$ cat config.mk
export PLATFORM = sky130hd
export DESIGN_NAME = ex_stage_flat
export DESIGN_NICKNAME = d
export VERILOG_FILES = /design/src/rtl/ex_pkg.sv /design/src/rtl/ex_if.sv /design/src/rtl/ex_mul_iter.sv /design/src/rtl/ex_stage.sv /design/src/flat_wrapper.sv
export SDC_FILE = /design/constraint.sdc
export NUM_CORES = 1
export LEC_CHECK = 0
export BUFFER_PORTS_ARGS = -buffer_cell sky130_fd_sc_hd__buf_2
export CORE_UTILIZATION = 25
export CTS_BUF_LIST = sky130_fd_sc_hd__clkbuf_4
export CTS_CLUSTER_DIAMETER = 50
export DETAILED_ROUTE_END_ITERATION = 16
export GPL_TIMING_DRIVEN = 0
export PLACE_DENSITY = 0.39
export SYNTH_ARGS = -nofsm -noshare
export SYNTH_HDL_FRONTEND = slang
export SYNTH_SLANG_ARGS = --single-unit
$ cat constraint.sdc
create_clock -name clk -period 7.6 [get_ports clk]
set_input_delay 1.14 -clock clk [delete_from_list [all_inputs] [get_ports clk]]
set_output_delay 1.14 -clock clk [all_outputs]
set_load 0.03 [all_outputs]
$ cat src/rtl/ex_pkg.sv
// Shared types and defaults for the execute stage.
package ex_pkg;

  localparam int unsigned DEF_DATA_WIDTH = 32;
  localparam int unsigned DEF_ADDR_WIDTH = 32;
  localparam int unsigned MUL_CYCLES_DEF = 32;

  typedef enum logic [3:0] {
    ALU_ADD   = 4'd0,
    ALU_SUB   = 4'd1,
    ALU_AND   = 4'd2,
    ALU_OR    = 4'd3,
    ALU_XOR   = 4'd4,
    ALU_SLL   = 4'd5,
    ALU_SRL   = 4'd6,
    ALU_SRA   = 4'd7,
    ALU_SLT   = 4'd8,
    ALU_SLTU  = 4'd9,
    ALU_PASSB = 4'd10,
    ALU_MUL   = 4'd11,
    ALU_MULHU = 4'd12
  } alu_ops_t;

  typedef enum logic [1:0] {
    FWD_RF   = 2'd0,
    FWD_MEM  = 2'd1,
    FWD_WB   = 2'd2,
    FWD_RSVD = 2'd3
  } fwd_sel_t;

  typedef enum logic [1:0] {
    IDLE = 2'd0,
    RUN  = 2'd1,
    DONE = 2'd2
  } mul_state_t;

endpackage

$ cat src/rtl/ex_if.sv
// ID/EX-to-EX/MEM bus of the execute stage; master drives operands, slave is the stage.
interface ex_if
  import ex_pkg::*;
#(
  parameter int unsigned DATA_WIDTH = DEF_DATA_WIDTH,
  parameter int unsigned ADDR_WIDTH = DEF_ADDR_WIDTH
) ();
  logic                  flush_ex;
  alu_ops_t              ALUOp;
  logic                  ALUSrc;
  logic                  Branch;
  logic [ADDR_WIDTH-1:0] PC_in;
  logic [DATA_WIDTH-1:0] rs1_data;
  logic [DATA_WIDTH-1:0] rs2_data;
  logic [DATA_WIDTH-1:0] imm;
  fwd_sel_t              fwd_a_sel;
  fwd_sel_t              fwd_b_sel;
  logic [DATA_WIDTH-1:0] mem_fwd_data;
  logic [DATA_WIDTH-1:0] wb_fwd_data;
  logic [DATA_WIDTH-1:0] alu_result;
  logic [DATA_WIDTH-1:0] store_data;
  logic                  branch_taken;
  logic [ADDR_WIDTH-1:0] branch_target;
  logic                  ex_busy;

  modport master (
    output flush_ex, ALUOp, ALUSrc, Branch, PC_in, rs1_data, rs2_data, imm,
           fwd_a_sel, fwd_b_sel, mem_fwd_data, wb_fwd_data,
    input  alu_result, store_data, branch_taken, branch_target, ex_busy
  );

  modport slave (
    input  flush_ex, ALUOp, ALUSrc, Branch, PC_in, rs1_data, rs2_data, imm,
           fwd_a_sel, fwd_b_sel, mem_fwd_data, wb_fwd_data,
    output alu_result, store_data, branch_taken, branch_target, ex_busy
  );
endinterface

$ cat src/rtl/ex_mul_iter.sv
// Iterative shift-add multiplier, one multiplier bit per RUN cycle.
// Optional early termination when EX_MUL_EARLY_OUT_EN is defined.
module ex_mul_iter
  import ex_pkg::*;
#(
  parameter int unsigned DATA_WIDTH = DEF_DATA_WIDTH,
  parameter int unsigned MUL_CYCLES = MUL_CYCLES_DEF
) (
  input  logic                    clk,
  input  logic                    reset_n,
  input  logic                    start,
  input  logic                    flush,
  input  logic [DATA_WIDTH-1:0]   op_a,
  input  logic [DATA_WIDTH-1:0]   op_b,
  output logic                    busy,
  output logic                    done,
  output logic [2*DATA_WIDTH-1:0] product
);
  localparam int unsigned PW = 2 * DATA_WIDTH;
  localparam int unsigned CW = (MUL_CYCLES > 1) ? $clog2(MUL_CYCLES) : 1;

  mul_state_t            state_q, state_d;
  logic [PW-1:0]         acc_q, acc_d;
  logic [PW-1:0]         mcand_q, mcand_d;
  logic [DATA_WIDTH-1:0] mplier_q, mplier_d;
  logic [CW-1:0]         cnt_q, cnt_d;

  always_ff @(posedge clk or negedge reset_n) begin
    if (!reset_n) begin
      state_q  <= IDLE;
      acc_q    <= '0;
      mcand_q  <= '0;
      mplier_q <= '0;
      cnt_q    <= '0;
    end else begin
      state_q  <= state_d;
      acc_q    <= acc_d;
      mcand_q  <= mcand_d;
      mplier_q <= mplier_d;
      cnt_q    <= cnt_d;
    end
  end

  // Next state and shift-add datapath; flush overrides everything.
  always_comb begin
    state_d  = state_q;
    acc_d    = acc_q;
    mcand_d  = mcand_q;
    mplier_d = mplier_q;
    cnt_d    = cnt_q;
    busy     = 1'b0;
    case (state_q)
      IDLE: begin
        if (start) begin
          busy     = 1'b1;
          acc_d    = '0;
          mcand_d  = PW'(op_a);
          mplier_d = op_b;
          cnt_d    = CW'(MUL_CYCLES - 1);
          state_d  = RUN;
`ifdef EX_MUL_EARLY_OUT_EN
          if (op_b == '0) state_d = DONE;
`endif
        end
      end
      RUN: begin
        busy = 1'b1;
        if (mplier_q[0]) acc_d = acc_q + mcand_q;
        mcand_d  = mcand_q << 1;
        mplier_d = mplier_q >> 1;
        cnt_d    = cnt_q - CW'(1);
        if (cnt_q == '0) state_d = DONE;
`ifdef EX_MUL_EARLY_OUT_EN
        if ((mplier_q >> 1) == '0) state_d = DONE;
`endif
      end
      DONE:    state_d = IDLE;
      default: state_d = IDLE;
    endcase
    if (flush) begin
      state_d = IDLE;
      busy    = 1'b0;
    end
  end

  assign done    = (state_q == DONE);
  assign product = acc_q;

endmodule

$ cat src/rtl/ex_stage.sv
// Execute stage: operand forwarding, ALU, branch resolution and iterative multiply.
// Build option EX_MUL_EARLY_OUT_EN shortens multiplies with small B operands.
module ex_stage
  import ex_pkg::*;
#(
  parameter int unsigned DATA_WIDTH = DEF_DATA_WIDTH,
  parameter int unsigned ADDR_WIDTH = DEF_ADDR_WIDTH,
  parameter int unsigned MUL_CYCLES = MUL_CYCLES_DEF
) (
  input logic clk,
  input logic reset_n,
  ex_if.slave ex
);
  logic [DATA_WIDTH-1:0]   op_a, fwd_b, op_b, alu_c;
  logic [4:0]              shamt;
  logic                    lt_s, lt_u, cond_c;
  logic                    mul_start, mul_busy, mul_done, mul_valid;
  logic [2*DATA_WIDTH-1:0] product;

  // Forwarding muxes; the reserved select falls back to the register file.
  always_comb begin
    case (ex.fwd_a_sel)
      FWD_MEM: op_a = ex.mem_fwd_data;
      FWD_WB:  op_a = ex.wb_fwd_data;
      default: op_a = ex.rs1_data;
    endcase
    case (ex.fwd_b_sel)
      FWD_MEM: fwd_b = ex.mem_fwd_data;
      FWD_WB:  fwd_b = ex.wb_fwd_data;
      default: fwd_b = ex.rs2_data;
    endcase
  end

  assign op_b      = ex.ALUSrc ? ex.imm : fwd_b;
  assign shamt     = op_b[4:0];
  assign lt_s      = $signed(op_a) < $signed(op_b);
  assign lt_u      = op_a < op_b;
  assign mul_start = (ex.ALUOp == ALU_MUL) || (ex.ALUOp == ALU_MULHU);
  assign mul_valid = mul_done && !ex.flush_ex;

  ex_mul_iter #(
    .DATA_WIDTH(DATA_WIDTH),
    .MUL_CYCLES(MUL_CYCLES)
  ) u_mul (
    .clk    (clk),
    .reset_n(reset_n),
    .start  (mul_start),
    .flush  (ex.flush_ex),
    .op_a   (op_a),
    .op_b   (op_b),
    .busy   (mul_busy),
    .done   (mul_done),
    .product(product)
  );

  // Single-cycle ALU; multiply ops show zero until the product is ready.
  always_comb begin
    case (ex.ALUOp)
      ALU_ADD:   alu_c = op_a + op_b;
      ALU_SUB:   alu_c = op_a - op_b;
      ALU_AND:   alu_c = op_a & op_b;
      ALU_OR:    alu_c = op_a | op_b;
      ALU_XOR:   alu_c = op_a ^ op_b;
      ALU_SLL:   alu_c = op_a << shamt;
      ALU_SRL:   alu_c = op_a >> shamt;
      ALU_SRA:   alu_c = DATA_WIDTH'($signed(op_a) >>> shamt);
      ALU_SLT:   alu_c = DATA_WIDTH'(lt_s);
      ALU_SLTU:  alu_c = DATA_WIDTH'(lt_u);
      ALU_PASSB: alu_c = op_b;
      ALU_MUL:   alu_c = mul_valid ? product[DATA_WIDTH-1:0] : '0;
      ALU_MULHU: alu_c = mul_valid ? product[2*DATA_WIDTH-1:DATA_WIDTH] : '0;
      default:   alu_c = '0;
    endcase
  end

  // Branch condition keyed off the compare-style ALU op.
  always_comb begin
    case (ex.ALUOp)
      ALU_SUB:  cond_c = (op_a == op_b);
      ALU_XOR:  cond_c = (op_a != op_b);
      ALU_SLT:  cond_c = lt_s;
      ALU_SLTU: cond_c = lt_u;
      default:  cond_c = 1'b0;
    endcase
  end

  assign ex.alu_result    = alu_c;
  assign ex.store_data    = fwd_b;
  assign ex.branch_taken  = ex.Branch && cond_c && !mul_busy;
  assign ex.branch_target = ex.PC_in + ADDR_WIDTH'(ex.imm);
  assign ex.ex_busy       = mul_busy;

endmodule
$ cat src/flat_wrapper.sv
// flat-port wrapper written by rule: the top's interface ports become plain ports
module ex_stage_flat import ex_pkg::*;
#(
  parameter int unsigned DATA_WIDTH = DEF_DATA_WIDTH,
  parameter int unsigned ADDR_WIDTH = DEF_ADDR_WIDTH,
  parameter int unsigned MUL_CYCLES = MUL_CYCLES_DEF
)
  (clk, reset_n, ex_flush_ex, ex_ALUOp, ex_ALUSrc, ex_Branch, ex_PC_in, ex_rs1_data, ex_rs2_data, ex_imm, ex_fwd_a_sel, ex_fwd_b_sel, ex_mem_fwd_data, ex_wb_fwd_data, ex_alu_result, ex_store_data, ex_branch_taken, ex_branch_target, ex_ex_busy);
  ex_if #(.DATA_WIDTH(DATA_WIDTH), .ADDR_WIDTH(ADDR_WIDTH)) ex_i ();
  input logic clk;
  input logic reset_n;
  input wire logic [$bits(ex_i.flush_ex)-1:0] ex_flush_ex;
  input wire logic [$bits(ex_i.ALUOp)-1:0] ex_ALUOp;
  input wire logic [$bits(ex_i.ALUSrc)-1:0] ex_ALUSrc;
  input wire logic [$bits(ex_i.Branch)-1:0] ex_Branch;
  input wire logic [$bits(ex_i.PC_in)-1:0] ex_PC_in;
  input wire logic [$bits(ex_i.rs1_data)-1:0] ex_rs1_data;
  input wire logic [$bits(ex_i.rs2_data)-1:0] ex_rs2_data;
  input wire logic [$bits(ex_i.imm)-1:0] ex_imm;
  input wire logic [$bits(ex_i.fwd_a_sel)-1:0] ex_fwd_a_sel;
  input wire logic [$bits(ex_i.fwd_b_sel)-1:0] ex_fwd_b_sel;
  input wire logic [$bits(ex_i.mem_fwd_data)-1:0] ex_mem_fwd_data;
  input wire logic [$bits(ex_i.wb_fwd_data)-1:0] ex_wb_fwd_data;
  output wire logic [$bits(ex_i.alu_result)-1:0] ex_alu_result;
  output wire logic [$bits(ex_i.store_data)-1:0] ex_store_data;
  output wire logic [$bits(ex_i.branch_taken)-1:0] ex_branch_taken;
  output wire logic [$bits(ex_i.branch_target)-1:0] ex_branch_target;
  output wire logic [$bits(ex_i.ex_busy)-1:0] ex_ex_busy;
  assign ex_i.flush_ex = ex_flush_ex;
  assign ex_i.ALUOp = ex_ALUOp;
  assign ex_i.ALUSrc = ex_ALUSrc;
  assign ex_i.Branch = ex_Branch;
  assign ex_i.PC_in = ex_PC_in;
  assign ex_i.rs1_data = ex_rs1_data;
  assign ex_i.rs2_data = ex_rs2_data;
  assign ex_i.imm = ex_imm;
  assign ex_i.fwd_a_sel = ex_fwd_a_sel;
  assign ex_i.fwd_b_sel = ex_fwd_b_sel;
  assign ex_i.mem_fwd_data = ex_mem_fwd_data;
  assign ex_i.wb_fwd_data = ex_wb_fwd_data;
  assign ex_alu_result = ex_i.alu_result;
  assign ex_store_data = ex_i.store_data;
  assign ex_branch_taken = ex_i.branch_taken;
  assign ex_branch_target = ex_i.branch_target;
  assign ex_ex_busy = ex_i.ex_busy;
  ex_stage #(.DATA_WIDTH(DATA_WIDTH), .ADDR_WIDTH(ADDR_WIDTH), .MUL_CYCLES(MUL_CYCLES)) u_core (.clk(clk), .reset_n(reset_n), .ex(ex_i));
endmodule
==> flow_summary.json, run 1 <==
{
  "initial_core_util": 0.2541,
  "synth_edf_count": 0,
  "syn_area_um2": 22630,
  "status": "finished, violations left",
  "rr_startpoint": "u_core.u_mul.product[0]$_DFFE_PN0P_",
  "maxCapViolations": 2,
  "cts_tree": "done",
  "end_kind": "output port",
  "grt_pass1_vias": 25810,
  "setup_violations": 3,
  "nets": 3878,
  "crit_path_top_delay_cell": "o31ai_1",
  "fmax_mhz": 131.0,
  "post_drt_via_cell_ratio": 5.879,
  "crit_required_ns": 6.46,
  "violations": "capacitance limit, slew limit, setup timing",
  "path_class": "in -> out",
  "ios": 303,
  "synth_fa_ha_area_frac": 0.1124,
  "synth_cell_types": 94,
  "area_growth_pct": 17.73,
  "grt_pass1_wl_mm": 197.4,
  "synth_area_leaders": "dfrtp_1, ha_1, o21ai_0, nand2_1, a21oi_1",
  "io_buffers": 301,
  "drive_gt1_frac": 0.1572,
  "synthTopCellsByCount": "nand2_1, o21ai_0, nor2_1",
  "die-area_um2": 91740,
  "switchingPower_mw": 3.022,
  "core.rowCount": 109,
  "dr_total_vias": 27420,
  "synth_top_family_by_area": "compound AO/OA/AOI/OAI gates",
  "cts_sinks": 167,
  "drtIter0Drc": 2928,
  "gr-total-overflow": 0,
  "synth_top_area_share": 0.1846,
  "grt_max_degree": 86,
  "ir_worst_vdd_uv": 116.9,
  "synth_mux_area_frac": 0.05744,
  "p_total_mw": 5.406,
  "drv_slew": 5,
  "die_w_um": 302.9,
  "clock_path_buffers": 2,
  "synth_ff_type": "dfrtp_1",
  "globalplace.congestion": 1.047,
  "coreArea_um2": 89060,
  "combinationalPowerShare": 0.649,
  "intPower_mw": 2.384,
  "htreeDepth": 4,
  "hp-class": "in -> async",
  "crit_chain": "buf_2 -> inv_1 -> ha_1 -> a22oi_1 -> a221o_1 -> buf_2 -> buf_4 -> buf_4 -> buf_6 -> ha_1 -> nor2b_1 -> o31ai_1 -> a21oi_1 -> a211oi_4 -> nor3_1 -> or2_1 -> a21o_1 -> a21o_1 -> o221a_2 -> o2111ai_1 -> buf_4",
  "route.detailed.drc": 0,
  "rrSetupSlack_ns": 3.66,
  "max_stage_delay_ns": 0.42,
  "worstMarginPinSlew_ns": 1.520,
  "reg2reg_depth": 12,
  "wire_per_inst_um": 30.67,
  "synth_warnings": 0,
  "skew_ns": 0.03149,
  "synthArstFlopShare": 1.000,
  "switching_share": 0.5590,
  "dieHeight_um": 302.9,
  "grt_setup_unrepaired": "true",
  "slew_headroom": -0.02425,
  "worst_ep_arrival_time_ns": 6.49,
  "path_common_cell": "buf_4",
  "synth_nets": 3540,
  "synth_xor_area_frac": 0.03638,
  "numCtsBuffers": 17,
  "clock_latency_ns": 0.76,
  "rr_endpoint": "u_core.u_mul.product[62]$_DFFE_PN0P_",
  "final_antenna_net_count": 0,
  "p_leak_nw": 11.82,
  "fin_crit_sh": 1.004,
  "track_usage": 0.3020,
  "synth_simple_gate_area_frac": 0.1738,
  "finalHoldViolCount": 0,
  "ys_seq_area_frac": 0.1846,
  "dr.pass1.iters": 6,
  "timing.final.crit_period_ns": 7.632,
  "start_kind": "input port",
  "wl_mm": 143.0,
  "cp_max_fo": 22,
  "hpwl_mm": 117.4,
  "pwr-share-clk": 0.113,
  "setup_slack_ns": -0.03186,
  "synth_area_per_cell_um2": 7.222,
  "yosysMostFrequentCell": "nand2_1",
  "netlist_instances": 3134,
  "pre_cts_slack_ns": -1.996,
  "synth_compound_area_frac": 0.3672,
  "antenna_found_initial": 15,
  "ys_seq_elements": 167,
  "synth_top_cell_by_area": "dfrtp_1",
  "seq_power_share": 0.238,
  "clkTransAtPathRegs_ns": 0.16,
  "clk_root_buffer_cell": "clkbuf_4",
  "powerDensity_nw_per_um2": 202.9
}
## cells by family (layout without fill, tap and decap cells)
group / count (synthesis) / after routing
other: 0 / 13
muxes: 126 / 126
adders and majority gates: 201 / 201
xor gates and xnor gates: 94 / 94
AOI/OAI and AO/OA: 1259 / 1259
DFF: 167 / 167
buffers and inverters: 384 / 735
and+or+nand+nor: 903 / 903
## per-stage QoR
stage | cell area, um^2 | utilization | hold slack (ns) | std cells | setup TNS (ns)
global placement | 25600 | 0.2874 | 0.4650 | 4600 | -40.11
finish | 26650 | 0.2992 | 0.3550 | 4663 | -0.07108
floorplan | 22630 | - | 0.4507 | 3134 | 0
CTS | 26460 | 0.2972 | 0.3147 | 4649 | 0
global route | 26640 | 0.2991 | 0.3562 | 4660 | -0.2142
detailed placement | 25880 | 0.2907 | 0.4712 | 4620 | -36.17
## flip-flops by register name (all words and copies together), names as in the netlist
signal and count:
u_core.u_mul.mcand_q 64, u_core.u_mul.product 64, u_core.u_mul.cnt_q 5, u_core.u_mul.state_q 2, u_core.u_mul.mplier_q 32
## area by class of cell
cell class / instances / area (um^2)
sequential: 167 / 4179
multi-input combinational: 2583 / 17230
timing repair buffer: 334 / 1856
buffer: 211 / 989.7
tap: 1165 / 1458
antenna: 13 / 32.53
clock buffer: 17 / 127.6
inverter: 158 / 599.3
fill: 10010 / 62410
clock inverter: 15 / 178.9
## repair_timing
item,in CTS,in global routing
buffers inserted,9,4
resized for setup,88,36
pin swaps,6,6
setup endpoints to repair,29,16
hold buffers,0,0
hold endpoints to repair,0,0
## worst max path at each step
stage / cells after the start / start / slack (ns) / endpoint
after detailed placement: 23 / ex_fwd_b_sel[0] / -2.00 / ex_branch_taken
final: 21 / ex_fwd_b_sel[0] / -0.03 / ex_alu_result[27]
after CTS: 22 / ex_fwd_b_sel[0] / 0.006 / ex_branch_taken
after floorplan: 20 / ex_fwd_b_sel[0] / 0.41 / ex_alu_result[31]
after global placement: 23 / ex_fwd_b_sel[0] / -2.12 / ex_branch_taken
after global routing: 22 / ex_fwd_b_sel[0] / -0.11 / ex_alu_result[30]
## critical path, delay by kind of cell
kind            cells  cell delay, ns
compound gates      9            2.65
fa+ha+maj           2            0.63
buf+inv             7            1.41
simple gates        3            0.63
## power by group through the flow
stage	logic, mW	clock network (mW)	registers (mW)
global placement	3.36	0	1.31
global route	3.72	0.664	1.30
CTS	3.40	0.637	1.29
finish	3.51	0.611	1.29
detailed placement	3.34	0	1.31
floorplan	2.15	0	1.16
## per-layer routing
| metal | wire (um) | track usage | vias to the layer above | part of all wire |
|---|---|---|---|---|
| met5 | 10 | 0 | - | 0.000070 |
| met4 | 9004 | 0.1744 | 2 | 0.063 |
| met3 | 9576 | 0.03831 | 315 | 0.067 |
| met2 | 63820 | 0.4700 | 1381 | 0.45 |
| met1 | 60590 | 0.4004 | 13410 | 0.42 |
| li1 | - | - | 12310 | - |
## placed cells by master, fill, tap and decap left out, types with 27 or more instances in the layout
cell type,instances
mux2i_1,104
buf_2,336
o21ai_0,302
o21bai_1,38
nor2_1,255
clkbuf_4,27
dfrtp_1,167
nand4_1,28
xor2_1,37
nand2_1,404
ha_1,196
a31oi_1,44
nand3_1,45
a211oi_1,36
inv_1,152
o221ai_1,29
a22oi_1,77
o22ai_1,63
a221o_1,45
a21o_1,63
clkbuf_1,128
a21oi_1,244
o211ai_1,38
nor3_1,42
buf_4,30
o21ai_1,27
o21ai_2,28
xnor2_1,57
a22o_1,37
Power figures use the tool's default switching activity.
==> run 2, diff against run 1 <==
--- a/config.mk
+++ b/config.mk
@@ -6,12 +6,12 @@
 export NUM_CORES = 1
 export LEC_CHECK = 0
 export BUFFER_PORTS_ARGS = -buffer_cell sky130_fd_sc_hd__buf_2
-export CORE_UTILIZATION = 25
+export CORE_UTILIZATION = 31
 export CTS_BUF_LIST = sky130_fd_sc_hd__clkbuf_4
 export CTS_CLUSTER_DIAMETER = 50
 export DETAILED_ROUTE_END_ITERATION = 16
 export GPL_TIMING_DRIVEN = 0
-export PLACE_DENSITY = 0.39
+export PLACE_DENSITY = 0.46
 export SYNTH_ARGS = -nofsm -noshare
 export SYNTH_HDL_FRONTEND = slang
 export SYNTH_SLANG_ARGS = --single-unit
==> flow_summary.json, run 2 (synthesized netlist as in run 1, its figures left out) <==
{
  "rrSetupSlack_ns": 3.58,
  "die_w_um": 272.2,
  "cts_tree": "done",
  "drtIter0Drc": 3552,
  "dieHeight_um": 272.2,
  "drive_gt1_frac": 0.1566,
  "wl_mm": 135.7,
  "clock_latency_ns": 0.66,
  "finalHoldViolCount": 0,
  "setup_violations": 1,
  "crit_start": "ex_fwd_a_sel[0]",
  "p_leak_nw": 11.80,
  "io_buffers": 301,
  "rr_startpoint": "u_core.u_mul.mcand_q[0]$_DFFE_PN0P_",
  "gr-total-overflow": 0,
  "fmax_mhz": 129.2,
  "start_kind": "input port",
  "wire_per_inst_um": 30.53,
  "slew_headroom": -0.1432,
  "skew_ns": 0.04722,
  "hp-class": "in -> async",
  "setup_slack_ns": -0.1380,
  "ios": 303,
  "coreArea_um2": 71850,
  "htreeDepth": 4,
  "worst_ep_arrival_time_ns": 6.60,
  "grt_max_degree": 86,
  "n_fill_cell": 7992,
  "timing.final.crit_period_ns": 7.738,
  "area_growth_pct": 15.98,
  "final_antenna_net_count": 0,
  "layout_common_cells": "nand2_1, buf_2, o21ai_0",
  "end_kind": "output port",
  "crit_required_ns": 6.46,
  "cp_max_fo": 9,
  "worstMarginPinSlew_ns": 1.697,
  "track_usage": 0.3516,
  "clk_root_buffer_cell": "clkbuf_4",
  "clkTransAtPathRegs_ns": 0.16,
  "grt_pass1_vias": 25810,
  "final_common_cell": "nand2_1",
  "cts_sinks": 167,
  "dr.pass1.iters": 6,
  "clock_path_buffers": 2,
  "powerDensity_nw_per_um2": 202.6,
  "hpwl_mm": 110.9,
  "globalplace.congestion": 1.053,
  "pre_cts_slack_ns": -1.641,
  "dr_total_vias": 27700,
  "drv_slew": 16,
  "status": "finished, violations left",
  "rr_endpoint": "u_core.u_mul.product[60]$_DFFE_PN0P_",
  "core.rowCount": 98,
  "initial_core_util": 0.3150,
  "numCtsBuffers": 17,
  "route.detailed.drc": 0,
  "nets": 3879,
  "antenna_found_initial": 10,
  "final_util": 0.3653,
  "violations": "capacitance limit, slew limit, setup timing",
  "post_drt_via_cell_ratio": 6.232,
  "path_class": "in -> out",
  "maxCapViolations": 3,
  "ir_worst_vdd_uv": 123.0,
  "fin_crit_sh": 1.018,
  "grt_setup_unrepaired": "false",
  "die-area_um2": 74090,
  "grt_pass1_wl_mm": 189.3,
  "reg2reg_depth": 12,
  "endpoint": "ex_alu_result[3]"
}
==> run 2: routing by layer <==
layer  track usage  up-vias  share of wire
met5             0        -       0.000088
met1        0.4655    13570           0.42
met4        0.1842        2          0.058
li1              -    12310              -
met3       0.05395      342          0.083
met2        0.5496     1478           0.44
==> run 2: through the flow <==
stage | hold WS, ns | instance area (um^2) | power (mW) | setup TNS (ns) | instances
floorplan | 0.4507 | 22630 | 3.306 | 0 | 3134
global placement | 0.4668 | 25330 | 4.605 | -34.87 | 4385
detailed placement | 0.4711 | 25580 | 4.594 | -30.44 | 4405
CTS | 0.4522 | 26080 | 5.203 | 0 | 4431
global route | 0.4955 | 26240 | 5.590 | 0 | 4440
finish | 0.4730 | 26250 | 5.319 | -0.1380 | 4444
==> run 2: critical path: stages <==
cell	delay [ns]
buf_2	0.13
inv_1	0.05
ha_1	0.28
buf_2	0.17
o21ai_0	1.30
inv_1	0.77
o21ai_0	0.59
o21ai_0	0.40
nor2_1	0.25
a31oi_1	0.12
a211oi_1	0.61
o21ai_0	0.39
nand2_1	0.16
buf_2	0.21
==> run 2: cell type report <==
class / instances / area, um^2 / area share
Multi-Input combinational cell: 2583 / 17190 / 0.6548
Sequential cell: 167 / 4179 / 0.1592
Timing Repair Buffer: 335 / 1829 / 0.06969
Tap cell: 950 / 1189 / 0.04528
Buffer: 211 / 959.7 / 0.03656
Inverter: 158 / 596.8 / 0.02274
Clock inverter: 13 / 145.1 / 0.005529
Clock buffer: 19 / 142.6 / 0.005434
Antenna cell: 8 / 20.02 / 0.0007626
==> run 2: worst min-delay path by stage <==
stage | from | end | slack (ns) | cells past startpoint
3_3_place_gp | u_core.u_mul.mplier_q[5]$_DFFE_PN0P_ | u_core.u_mul.mplier_q[5]$_DFFE_PN0P_ | 0.47 | 2
5_1_grt | reset_n | u_core.u_mul.mcand_q[14]$_DFFE_PN0P_ | 0.50 | 1
4_1_cts | reset_n | u_core.u_mul.product[13]$_DFFE_PN0P_ | 0.45 | 1
2_1_floorplan | u_core.u_mul.mplier_q[10]$_DFFE_PN0P_ | u_core.u_mul.mplier_q[10]$_DFFE_PN0P_ | 0.45 | 2
3_5_place_dp | u_core.u_mul.mplier_q[6]$_DFFE_PN0P_ | u_core.u_mul.mplier_q[6]$_DFFE_PN0P_ | 0.47 | 2
6_report | reset_n | u_core.u_mul.product[13]$_DFFE_PN0P_ | 0.47 | 1
==> run 2: report_power, final <==
part           leakage, nW  switching (mW)  total, mW  internal (mW)
Combinational         9.45            2.36       3.46           1.10
Sequential            2.19           0.242       1.29           1.05
Clock                0.150           0.366      0.571          0.205
==> run 2: what timing repair did <==
item                                    4_1_cts  5_1_grt
resized for setup                            82       33
hold buffers                                  0        0
pin swaps                                     4        9
buffers inserted                              5        9
endpoints found under the setup margin       29       14
